===== src/rtl/bcd_serial_adder.sv =====
`default_nettype none
// ============================================================================
// Module   : bcd_serial_adder
// Purpose  : N-digit packed-BCD adder/subtractor, one digit per clock, LSD
//            first, with start/done handshake. Define BCD_SERIAL_ADDER_SAT_EN
//            for saturating results instead of wrap-around.
// Revision : 1.0 - initial release
// ============================================================================
module bcd_serial_adder #(
  parameter int DIGITS = 4
) (
  input  logic                  clk,
  input  logic                  rst,
  input  logic                  start,
  input  logic                  sub,
  input  logic [4*DIGITS-1:0]   augend,
  input  logic [4*DIGITS-1:0]   addend,
  input  logic                  cin,
  output logic [4*DIGITS-1:0]   sum,
  output logic                  cout,
  output logic                  busy,
  output logic                  done,
  output logic                  invalid
);

  localparam int W  = 4 * DIGITS;
  localparam int IW = (DIGITS > 1) ? $clog2(DIGITS) : 1;

  localparam logic [1:0]    c_S_IDLE = 2'd0;
  localparam logic [1:0]    c_S_RUN  = 2'd1;
  localparam logic [1:0]    c_S_DONE = 2'd2;
  localparam logic [IW-1:0] c_LAST   = IW'(DIGITS - 1);
  localparam logic [W-1:0]  c_ALL9   = {DIGITS{4'h9}};

  logic [1:0]    r_state;
  logic [W-1:0]  r_a;
  logic [W-1:0]  r_b;
  logic          r_sub;
  logic [IW-1:0] r_idx;
  logic          r_carry;
  logic [W-1:0]  r_sum;
  logic          r_cout;
  logic          r_busy;
  logic          r_done;
  logic          r_invalid;

  logic [IW+1:0] w_base;
  logic [3:0]    w_a;
  logic [3:0]    w_braw;
  logic [3:0]    w_b;
  logic [4:0]    w_t;
  logic          w_gt9;
  logic [3:0]    w_digit;

  // Subtraction is A + nines'(B) + ~borrow; the final carry then means "no borrow".
  always_comb begin
    w_base  = {r_idx, 2'b00};
    w_a     = r_a[w_base +: 4];
    w_braw  = r_b[w_base +: 4];
    w_b     = r_sub ? (4'd9 - w_braw) : w_braw;
    w_t     = {1'b0, w_a} + {1'b0, w_b} + {4'b0000, r_carry};
    w_gt9   = (w_t > 5'd9);
    w_digit = w_gt9 ? (w_t[3:0] + 4'd6) : w_t[3:0];
  end

  always_ff @(posedge clk or posedge rst) begin
    if (rst) begin
      r_state   <= c_S_IDLE;
      r_a       <= '0;
      r_b       <= '0;
      r_sub     <= 1'b0;
      r_idx     <= '0;
      r_carry   <= 1'b0;
      r_sum     <= '0;
      r_cout    <= 1'b0;
      r_busy    <= 1'b0;
      r_done    <= 1'b0;
      r_invalid <= 1'b0;
    end else begin
      r_done <= 1'b0;
      case (r_state)
        c_S_IDLE: begin
          // A start coinciding with the done pulse is dropped, not queued.
          if (start && !r_done) begin
            r_a       <= augend;
            r_b       <= addend;
            r_sub     <= sub;
            r_carry   <= sub ? ~cin : cin;
            r_idx     <= '0;
            r_invalid <= 1'b0;
            r_busy    <= 1'b1;
            r_state   <= c_S_RUN;
          end
        end
        c_S_RUN: begin
          r_sum[w_base +: 4] <= w_digit;
          r_carry            <= w_gt9;
          r_invalid          <= r_invalid | (w_a > 4'd9) | (w_braw > 4'd9);
          if (r_idx == c_LAST) begin
            r_cout  <= w_gt9;
            r_state <= c_S_DONE;
          end else begin
            r_idx <= r_idx + IW'(1);
          end
        end
        c_S_DONE: begin
          r_done  <= 1'b1;
          r_busy  <= 1'b0;
          r_state <= c_S_IDLE;
`ifdef BCD_SERIAL_ADDER_SAT_EN
          if (!r_sub && r_cout) begin
            r_sum <= c_ALL9;
          end else if (r_sub && !r_cout) begin
            r_sum <= '0;
          end
`endif
        end
        default: r_state <= c_S_IDLE;
      endcase
    end
  end

  assign sum     = r_sum;
  assign cout    = r_cout;
  assign busy    = r_busy;
  assign done    = r_done;
  assign invalid = r_invalid;

endmodule
`default_nettype wire

===== config.mk =====
export PLATFORM = sky130hd
export DESIGN_NAME = bcd_serial_adder
export DESIGN_NICKNAME = d
export VERILOG_FILES = /design/src/rtl/bcd_serial_adder.sv
export SDC_FILE = /design/constraint.sdc
export NUM_CORES = 1
export LEC_CHECK = 0
export ABC_AREA = 1
export ABC_CLOCK_PERIOD_IN_PS = 4370
export CAP_MARGIN = 20
export CORE_UTILIZATION = 45
export DETAILED_ROUTE_END_ITERATION = 10
export PLACE_DENSITY = 0.7
export SLEW_MARGIN = 40
export SYNTH_ARGS = -nofsm -noshare
export SYNTH_HDL_FRONTEND = slang
export SYNTH_SLANG_ARGS = --single-unit

===== constraint.sdc =====
create_clock -name clk -period 4.37 [get_ports clk]
set_input_delay 0.874 -clock clk [delete_from_list [all_inputs] [get_ports clk]]
set_output_delay 0.874 -clock clk [all_outputs]
set_load 0.005 [all_outputs]

Yosys cells after proc, flatten, opt, wreduce, memory -nomap -nowiden
Cells that the tools add are included.
{ "totals": {"ff_bits": 58, "input_bits": 37, "output_inout_bits": 20, "elab_cells": 61} }
{ "classes": {"add_sub_neg": 6, "magnitude_cmp": 3, "n_eq_ne": 6, "shifts": 4, "mux": 17, "bitwise_logic": 3, "reduce_logical": 11} }
{ "ops": {"columns": ["cell", "n"], "rows": [
  ["16-bit by 5-bit indexed part select with 4-bit output", 2],
  ["16-bit bitwise mux", 1],
  ["4-bit by 6-bit variable shift with 16-bit output, first input constant", 1],
  ["4-bit by 6-bit indexed part select with 16-bit output", 1],
  ["2-bit AND reduction", 5],
  ["4-bit greater-than comparator, second input constant", 2],
  ["2-bit 2-to-1 mux", 4],
  ["4-bit 2-to-1 mux", 2],
  ["2-bit case mux with 2 select lines", 2],
  ["2-bit != test, second input constant", 3],
  ["4-bit negation with 6-bit output", 1],
  ["1-bit case mux with 2 select lines", 3],
  ["4-bit by 4-bit adder with 5-bit output", 1],
  ["5-bit by 1-bit adder with 5-bit output", 1],
  ["5-bit by 4-bit greater-than comparator with 1-bit output, second input constant", 1],
  ["1-bit 2-to-1 mux", 5],
  ["4-bit by 3-bit adder with 4-bit output, second input constant", 1],
  ["2-bit equality test, second input constant", 2],
  ["2-bit nonzero test", 2],
  ["4-bit subtractor, first input constant", 1],
  ["3-bit AND reduction", 1],
  ["2-bit by 1-bit adder with 2-bit output, second input constant", 1],
  ["2-bit by 1-bit equality test with 1-bit output, second input constant", 1],
  ["2-bit zero test", 1],
  ["other kinds (4)", 5]
]} }

Logic depth before layout (Yosys ltp)
Gate-level depths: netlist of the first run.
{ "logic_depth": {"ltp_word": 9, "depth_mapped": 19} }

Worst setup path before layout of the first run
Ideal clock, no wire load.
{ "synth_timing": {"path_type": "register to register", "from": "register r_idx[0]", "to": "register r_cout, in the netlist cout", "setup_ns": 0.125, "t_arrival_ns": 2.770, "required_time_ns": 4.245, "path_slack_ns": 1.475, "stages_incl_launch_ff": 16, "path_buffers": 1, "period_less_slack_ns": 2.895, "cell_sequence": "dfrtp_1 > inv_2 > buf_6 > o21ai_0 > o22ai_1 > xnor2_1 > fa_1 > inv_1 > fa_1 > inv_1 > ha_1 > nand2_1 > a21boi_2 > nand2_2 > nand2_4 > mux2_4"} }
{ "synth_via": {"elab_chain_cells": 6, "elab_cells_between_ends": 9, "cone_classes": "add/sub (3); order compare (1); eq/ne (1); shift (2); mux (1); reduce/logical (1)"} }
{ "synth_rtl": {"columns": ["element", "line", "source"], "rows": [
  ["start: declaration", "39", "logic [IW-1:0] r_idx;"],
  ["start signal: assignment", "103", "r_idx <= r_idx + IW'(1);"],
  ["16-bit by 5-bit indexed part select with 4-bit output", "59", "w_braw = r_b[w_base +: 4];"],
  ["4-bit subtractor", "60", "w_b = r_sub ? (4'd9 - w_braw) : w_braw;"],
  ["4-bit 2-to-1 mux", "60", null],
  ["4-bit by 4-bit adder with 5-bit output", "61", "w_t = {1'b0, w_a} + {1'b0, w_b} + {4'b0000, r_carry};"],
  ["5-bit by 1-bit adder with 5-bit output", "61", null],
  ["5-bit by 4-bit greater-than comparator with 1-bit output", "62", "w_gt9 = (w_t > 5'd9);"],
  ["end signal: assignment", "100", "r_cout <= w_gt9;"],
  ["end: declaration", "42", "logic r_cout;"]
]} }
Parallel ways exist; a longest one is shown, timed or not.
A chain may end at the register's enable or synchronous reset.

Final worst setup path of the first run
{ "layout_timing": {"from": "register r_idx[0]", "to": "register r_sum[2], in the netlist sum[2]"} }
{ "layout_via": {"elab_chain_cells": 9, "elab_cells_between_ends": 13, "cone_classes": "add/sub (5); order compare (1); shift (4); mux (3)"} }
{ "layout_rtl": {"columns": ["element", "line", "source"], "rows": [
  ["16-bit by 5-bit indexed part select with 4-bit output", "59", null],
  ["4-bit subtractor", "60", null],
  ["4-bit 2-to-1 mux", "60", null],
  ["4-bit by 4-bit adder with 5-bit output", "61", null],
  ["5-bit by 1-bit adder with 5-bit output", "61", null],
  ["4-bit by 3-bit adder with 4-bit output or 5-bit by 4-bit greater-than comparator with 1-bit output (tied branches)", "63, 62", null],
  ["4-bit 2-to-1 mux", "63", "w_digit = w_gt9 ? (w_t[3:0] + 4'd6) : w_t[3:0];"],
  ["4-bit by 6-bit indexed part select with 16-bit output", "96", "r_sum[w_base +: 4] <= w_digit;"],
  ["16-bit bitwise mux *", "96", null],
  ["end signal: indexed assignment", "96", null],
  ["end: declaration", "41", "logic [W-1:0] r_sum;"]
]} }
Every way passes the cells marked *; elsewhere a longest branch is shown, timed or not.

==> out/summary.txt, run 1 <==
Status: finished with violations
Failing checks: design-rule violations
Synthesized area: 3090 µm²
Max-Cap Viols: 0
Fin Clk Skew: 0.0105 ns
Worst-Skew Late Latency: 0.34 ns
Post-synth cell types: 33
Fin crit share: 0.857
Worst setup path class: reg -> reg
Minimum hold slack: 0.482 ns
Register area share after synthesis: 0.470
HPWL after DPL: 4610 µm
Final WL: 6310 µm
Synth area leader: dfrtp_1
Yosys warnings: 0
Die X: 84.9 µm
DR iter-0 viols: 124
Rel. slew slack: 0.488
Router iterations before antenna repair: 7
Largest cells by area after synthesis: dfrtp_1, mux2_4, nand2_1
Minimum clock period: 3.75 ns
Cell Chain, Critical Path: inv_2 -> o21ai_0 -> o22ai_1 -> xnor2_1 -> fa_1 -> inv_1 -> fa_1 -> inv_1 -> ha_1 -> nand2_1 -> a21boi_2 -> nand2_2 -> nand3_1 -> nand3_1 -> nand2_1
Vias per std cell: 5.08
Htree depth: 3
Inserted Diodes: 0
IO buf count: 56
DRC Markers: 2
Total GRT Usage: 0.197
Vias in the first global route: 2243
Initial antenna violation count: 0
First-pass GRT wire length: 10800 µm
Crit path max fanout: 24
Layout area overhead: 27.0%
Placement Rows: 29
Worst Setup Start Kind: register
GPL Wtd Cong: 0.816
Fraction of layout cells with a size suffix above 1: 0.199
Largest net degree at the start of global routing: 39
CTS Hold Bufs: 0
DIE AREA: 7200 µm²
CTS max path bufs: 2
Synthesis-stage register bit count: 58
Slowest-stage cell, CP: dfrtp_1
Critical path buffer and inverter count: 3
Overflow after GRT: 0
CP peak stage delay: 0.84 ns
CP top delay family: adder cells
Endpoint class of the critical path: register
Critical Path RT: 4.60 ns
RSZ-0062 raised after global routing: false
Share of the synthesized area in the top cell type: 0.470
Nets: 406
Vias: 2226
CTS tree: done
Worst EP arrival: 3.98 ns
IO Count: 57
Initial core utilization: 0.476
CORE AREA: 6490 µm²
Fin. Hold Viols: 0
Syn Nets: 344
Worst-path clk slew: 0.07 ns
Post-CTS sizing: 0
Final setup TNS: 0 ns
# fillers: 548
Final setup violation count: 0
Post-CTS setup buffers: 0
CP Launch Point: r_idx[0]
Max frequency: 267 MHz
Final slew viol count: 0
Wire length per cell: 14.4 µm
Hold Crit Start: sum[10]
Worst min-delay path category: reg -> reg
Mean area per synthesized cell: 10.5 µm²
Post-route ant nets: 0
Chip height: 84.9 µm
Synth Instances: 294
Clock sink count: 58
CTS root buf: clkbuf_8
Reg2reg start: r_idx[0]
Num CTS Buffers: 9
Least-Margin Pin Slew: 0.768 ns
-- Yosys cell counts --
cell and count:
nand2_1 59, dfrtp_1 58, mux2_4 30, nand3_1 23
inv_1 20, nor2_1 19, o21ai_0 12, ha_1 11
a21oi_1 10, nand2_2 9, nand4_1 6, buf_6 4
buf_4 3, inv_2 3, o22ai_1 3, xnor2_1 3
a22o_1 2, a32o_1 2, fa_1 2, nand3_2 2
a21boi_2 1, a21oi_4 1, buf_2 1, clkinv_1 1
mux2_2 1, nand2_4 1, nor2_2 1, nor2_4 1
nor2_8 1, nor4_4 1, o211ai_1 1, o21ai_1 1
o22ai_2 1
-- final timing paths --
path | endpoint | slack [ns] | cells after the start
worst max-delay path | sum[2] | 0.62 | 15
worst min-delay path | sum[10] | 0.48 | 2
worst max register to register | sum[2] | 0.62 | 15
worst min register to register | sum[10] | 0.48 | 2
max in group asynchronous | done | 2.77 | 3
min in group asynchronous | r_b[11] | 0.91 | 2
-- state kept, by name (all words and copies together), names as in the netlist --
| name | cells |
|---|---|
| invalid | 1 |
| busy | 1 |
| r_idx | 2 |
| r_sub | 1 |
| r_carry | 1 |
| sum | 16 |
| r_a | 16 |
| cout | 1 |
| r_b | 16 |
| done | 1 |
| r_state | 2 |
-- stage by stage --
step	setup WS (ns)	instance area, µm²	util	cells
after global routing	0.378	3930	0.604	438
final	0.623	3930	0.604	438
after global placement	0.842	3700	0.569	422
after floorplan	1.47	3090	-	294
after detailed placement	0.655	3700	0.569	422
after CTS	0.647	3920	0.603	438
-- routing by layer --
metal	up-vias	part of all wire	GRT usage
met5	-	0	0
met4	0	0.026	0.100
met3	16	0.030	0.0477
met2	52	0.46	0.308
met1	1053	0.48	0.258
li1	1105	-	-
-- worst reg2reg max path: cells and delay by family, from the launching register on --
family,cells,cell delay [ns]
xor gates and xnor gates,1,0.15
DFF,1,0.84
AOI/OAI and AO/OA,3,0.52
adders and majority gates,3,1.04
and+or+nand+nor,5,0.52
buffers and inverters,3,0.57
-- area by class of cell --
cell class,count,area [µm²],area share
inverter,24,91.3,0.0233
multi-input combinational,204,1480,0.378
clock buffer,11,141,0.0360
sequential,58,1450,0.370
tap,77,96.3,0.0245
clock inverter,5,77.6,0.0198
timing repair buffer,59,583,0.149
-- cell usage in the layout, fill, tap and decap left out, types with 10 or more instances in the layout --
master / synthesis / layout
clkdlybuf4s50_1: 0 / 56
nand3_1: 23 / 23
inv_1: 20 / 19
nor2_1: 19 / 19
mux2_4: 30 / 30
o21ai_0: 12 / 12
ha_1: 11 / 11
dfrtp_1: 58 / 58
nand2_1: 59 / 59
a21oi_1: 10 / 10
clkbuf_8: 0 / 10
-- logic make-up after synthesis --
logic type	Yosys count	share of synthesized area
adder cells (fa/ha/maj)	13	0.0575
XOR/XNOR	3	0.00850
buffers and inverters	32	0.0526
AO/OA/AOI/OAI	34	0.0709
multiplexers	31	0.149
AND/OR/NAND/NOR	123	0.191
flip-flops	58	0.470
Power of run 1 is left out: the tool's default activity adds up to more than one toggle a clock period on the data nets, which glitch-free logic cannot reach.
==> run 2, diff against run 1 <==
SKIP_CTS_REPAIR_TIMING = 1   (was default)
==> results of run 2 <==
Final layout, timing and power as in run 1 (identical DEF).
Power of run 2 is left out for the same reason.
==> run 3, diff against run 2 <==
PLACE_DENSITY = 0.75   (was 0.7)
SKIP_CTS_REPAIR_TIMING = default   (was 1)
==> out/summary.txt, run 3 (synthesized netlist as in run 1, its figures left out) <==
Status: finished with violations (unchanged)
Failing checks: design-rule violations (unchanged)
RSZ-0062 raised after global routing: false (unchanged)
Cell Chain, Critical Path: clkinv_1 -> o21ai_0 -> o22ai_1 -> xnor2_1 -> fa_1 -> inv_1 -> fa_1 -> inv_1 -> ha_1 -> nand2_1 -> a21boi_2 -> nand2_2 -> nand3_1 -> nand4_1 -> nand2_1 (was inv_2 -> o21ai_0 -> o22ai_1 -> xnor2_1 -> fa_1 -> inv_1 -> fa_1 -> inv_1 -> ha_1 -> nand2_1 -> a21boi_2 -> nand2_2 -> nand3_1 -> nand3_1 -> nand2_1)
Max frequency: 307 MHz (was 267 MHz)
Hold Crit Start: sum[3] (was sum[10])
Vias in the first global route: 2359 (was 2243)
Endpoint class of the critical path: register (unchanged)
Vias per std cell: 5.22 (was 5.08)
Final slew viol count: 0 (unchanged)
Slowest-stage cell, CP: dfrtp_1 (unchanged)
IO buf count: 56 (unchanged)
Max-Cap Viols: 0 (unchanged)
Leading cell type in the layout, fill and taps excluded: nand2_1 (unchanged)
Worst setup path class: reg -> reg (unchanged)
CP Launch Point: r_idx[1] (was r_idx[0])
Least-Margin Pin Slew: 0.727 ns (was 0.768 ns)
Placement Rows: 29 (unchanged)
Worst EP arrival: 3.48 ns (was 3.98 ns)
Total GRT Usage: 0.198 (was 0.197)
Vias: 2285 (was 2226)
Htree depth: 3 (unchanged)
CP peak stage delay: 0.63 ns (was 0.84 ns)
Fin crit share: 0.745 (was 0.857)
Worst-path clk slew: 0.06 ns (was 0.07 ns)
Initial core utilization: 0.476 (unchanged)
Wire length per cell: 14.4 µm (about the same)
Critical Path RT: 4.59 ns (was 4.60 ns)
Fin. Hold Viols: 0 (unchanged)
Post-CTS setup buffers: 0
Final setup violation count: 0 (unchanged)
Fraction of layout cells with a size suffix above 1: 0.197 (was 0.199)
Fin Clk Skew: 0.00765 ns (was 0.0105 ns)
CORE AREA: 6490 µm² (unchanged)
First-pass GRT wire length: 11100 µm (was 10800 µm)
Critical path buffer and inverter count: 3 (unchanged)
Crit path max fanout: 14 (was 24)
CTS Hold Bufs: 0
Chip height: 84.9 µm (unchanged)
Minimum clock period: 3.26 ns (was 3.75 ns)
CTS root buf: clkbuf_8 (unchanged)
Post-route ant nets: 0 (unchanged)
Post-CTS sizing: 0
Rel. slew slack: 0.515 (was 0.488)
Final setup TNS: 0 ns (unchanged)
Inserted Diodes: 0 (unchanged)
HPWL after DPL: 4640 µm (was 4610 µm)
Reg2reg start: r_idx[1] (was r_idx[0])
Commonest non-fill, non-tap cells in the layout: nand2_1, dfrtp_1, clkdlybuf4s50_1, mux2_4, nand3_1 (unchanged)
Die X: 84.9 µm (unchanged)
Final WL: 6300 µm (was 6310 µm)
Nets: 407 (was 406)
CTS max path bufs: 2 (unchanged)
Worst Setup Start Kind: register (unchanged)
Router iterations before antenna repair: 10 (was 7)
IO Count: 57 (unchanged)
# fillers: 568 (was 548)
DIE AREA: 7200 µm² (unchanged)
Layout area overhead: 25.9% (was 27.0%)
Overflow after GRT: 0 (unchanged)
CP top delay family: adder cells (unchanged)
GPL Wtd Cong: 0.852 (was 0.816)
Num CTS Buffers: 9 (unchanged)
Initial antenna violation count: 0 (unchanged)
Clock sink count: 58 (unchanged)
DRC Markers: 2 (unchanged)
Worst-Skew Late Latency: 0.33 ns (was 0.34 ns)
Worst min-delay path category: reg -> reg (unchanged)
CTS tree: done (unchanged)
Largest net degree at the start of global routing: 34 (was 39)
DR iter-0 viols: 179 (was 124)
## run 3: area by class of cell
class / count / area [µm²] / share of cell area
tap: 77 / 96.3 / 0.0248
clock inverter: 3 / 40.0 / 0.0103
timing repair buffer: 60 / 591 / 0.152
clock buffer: 12 / 145 / 0.0373
sequential: 58 / 1450 / 0.373
inverter: 24 / 90.1 / 0.0232
multi-input combinational: 204 / 1480 / 0.380
## run 3: layer usage
layer	routed length, µm	vias up	track usage
li1	-	1111	-
met1	2810	1081	0.246
met2	3060	76	0.331
met3	248	17	0.0360
met4	170	0	0.102
met5	0	-	0
## run 3: path summary, 6_finish.rpt
check,endpoint,slack (ns),cells past startpoint
max reg2reg,sum[5],1.11,15
min in group asynchronous,busy,0.89,2
min,sum[3],0.48,2
max,sum[5],1.11,15
max in group asynchronous,r_b[3],2.67,3
min reg2reg,sum[3],0.48,2
## run 3: worst reg2reg max path, cell delays in order (launching register included)
cell	delay [ns]
dfrtp_1	0.63
clkinv_1	0.22
o21ai_0	0.12
o22ai_1	0.10
xnor2_1	0.15
fa_1	0.36
inv_1	0.10
fa_1	0.47
inv_1	0.10
ha_1	0.19
nand2_1	0.06
a21boi_2	0.15
nand2_2	0.10
nand3_1	0.16
nand4_1	0.15
nand2_1	0.06
## run 3: through the flow
stage | util | hold WS [ns] | instances | setup WS, ns | instance area [µm²]
2_1_floorplan | - | 0.457 | 294 | 1.47 | 3090
3_3_place_gp | 0.570 | 0.467 | 423 | 1.30 | 3700
3_5_place_dp | 0.570 | 0.467 | 423 | 1.15 | 3700
4_1_cts | 0.599 | 0.485 | 438 | 1.12 | 3890
5_1_grt | 0.599 | 0.511 | 438 | 0.770 | 3890
6_report | 0.599 | 0.483 | 438 | 1.11 | 3890
Power of run 3 is left out for the same reason.
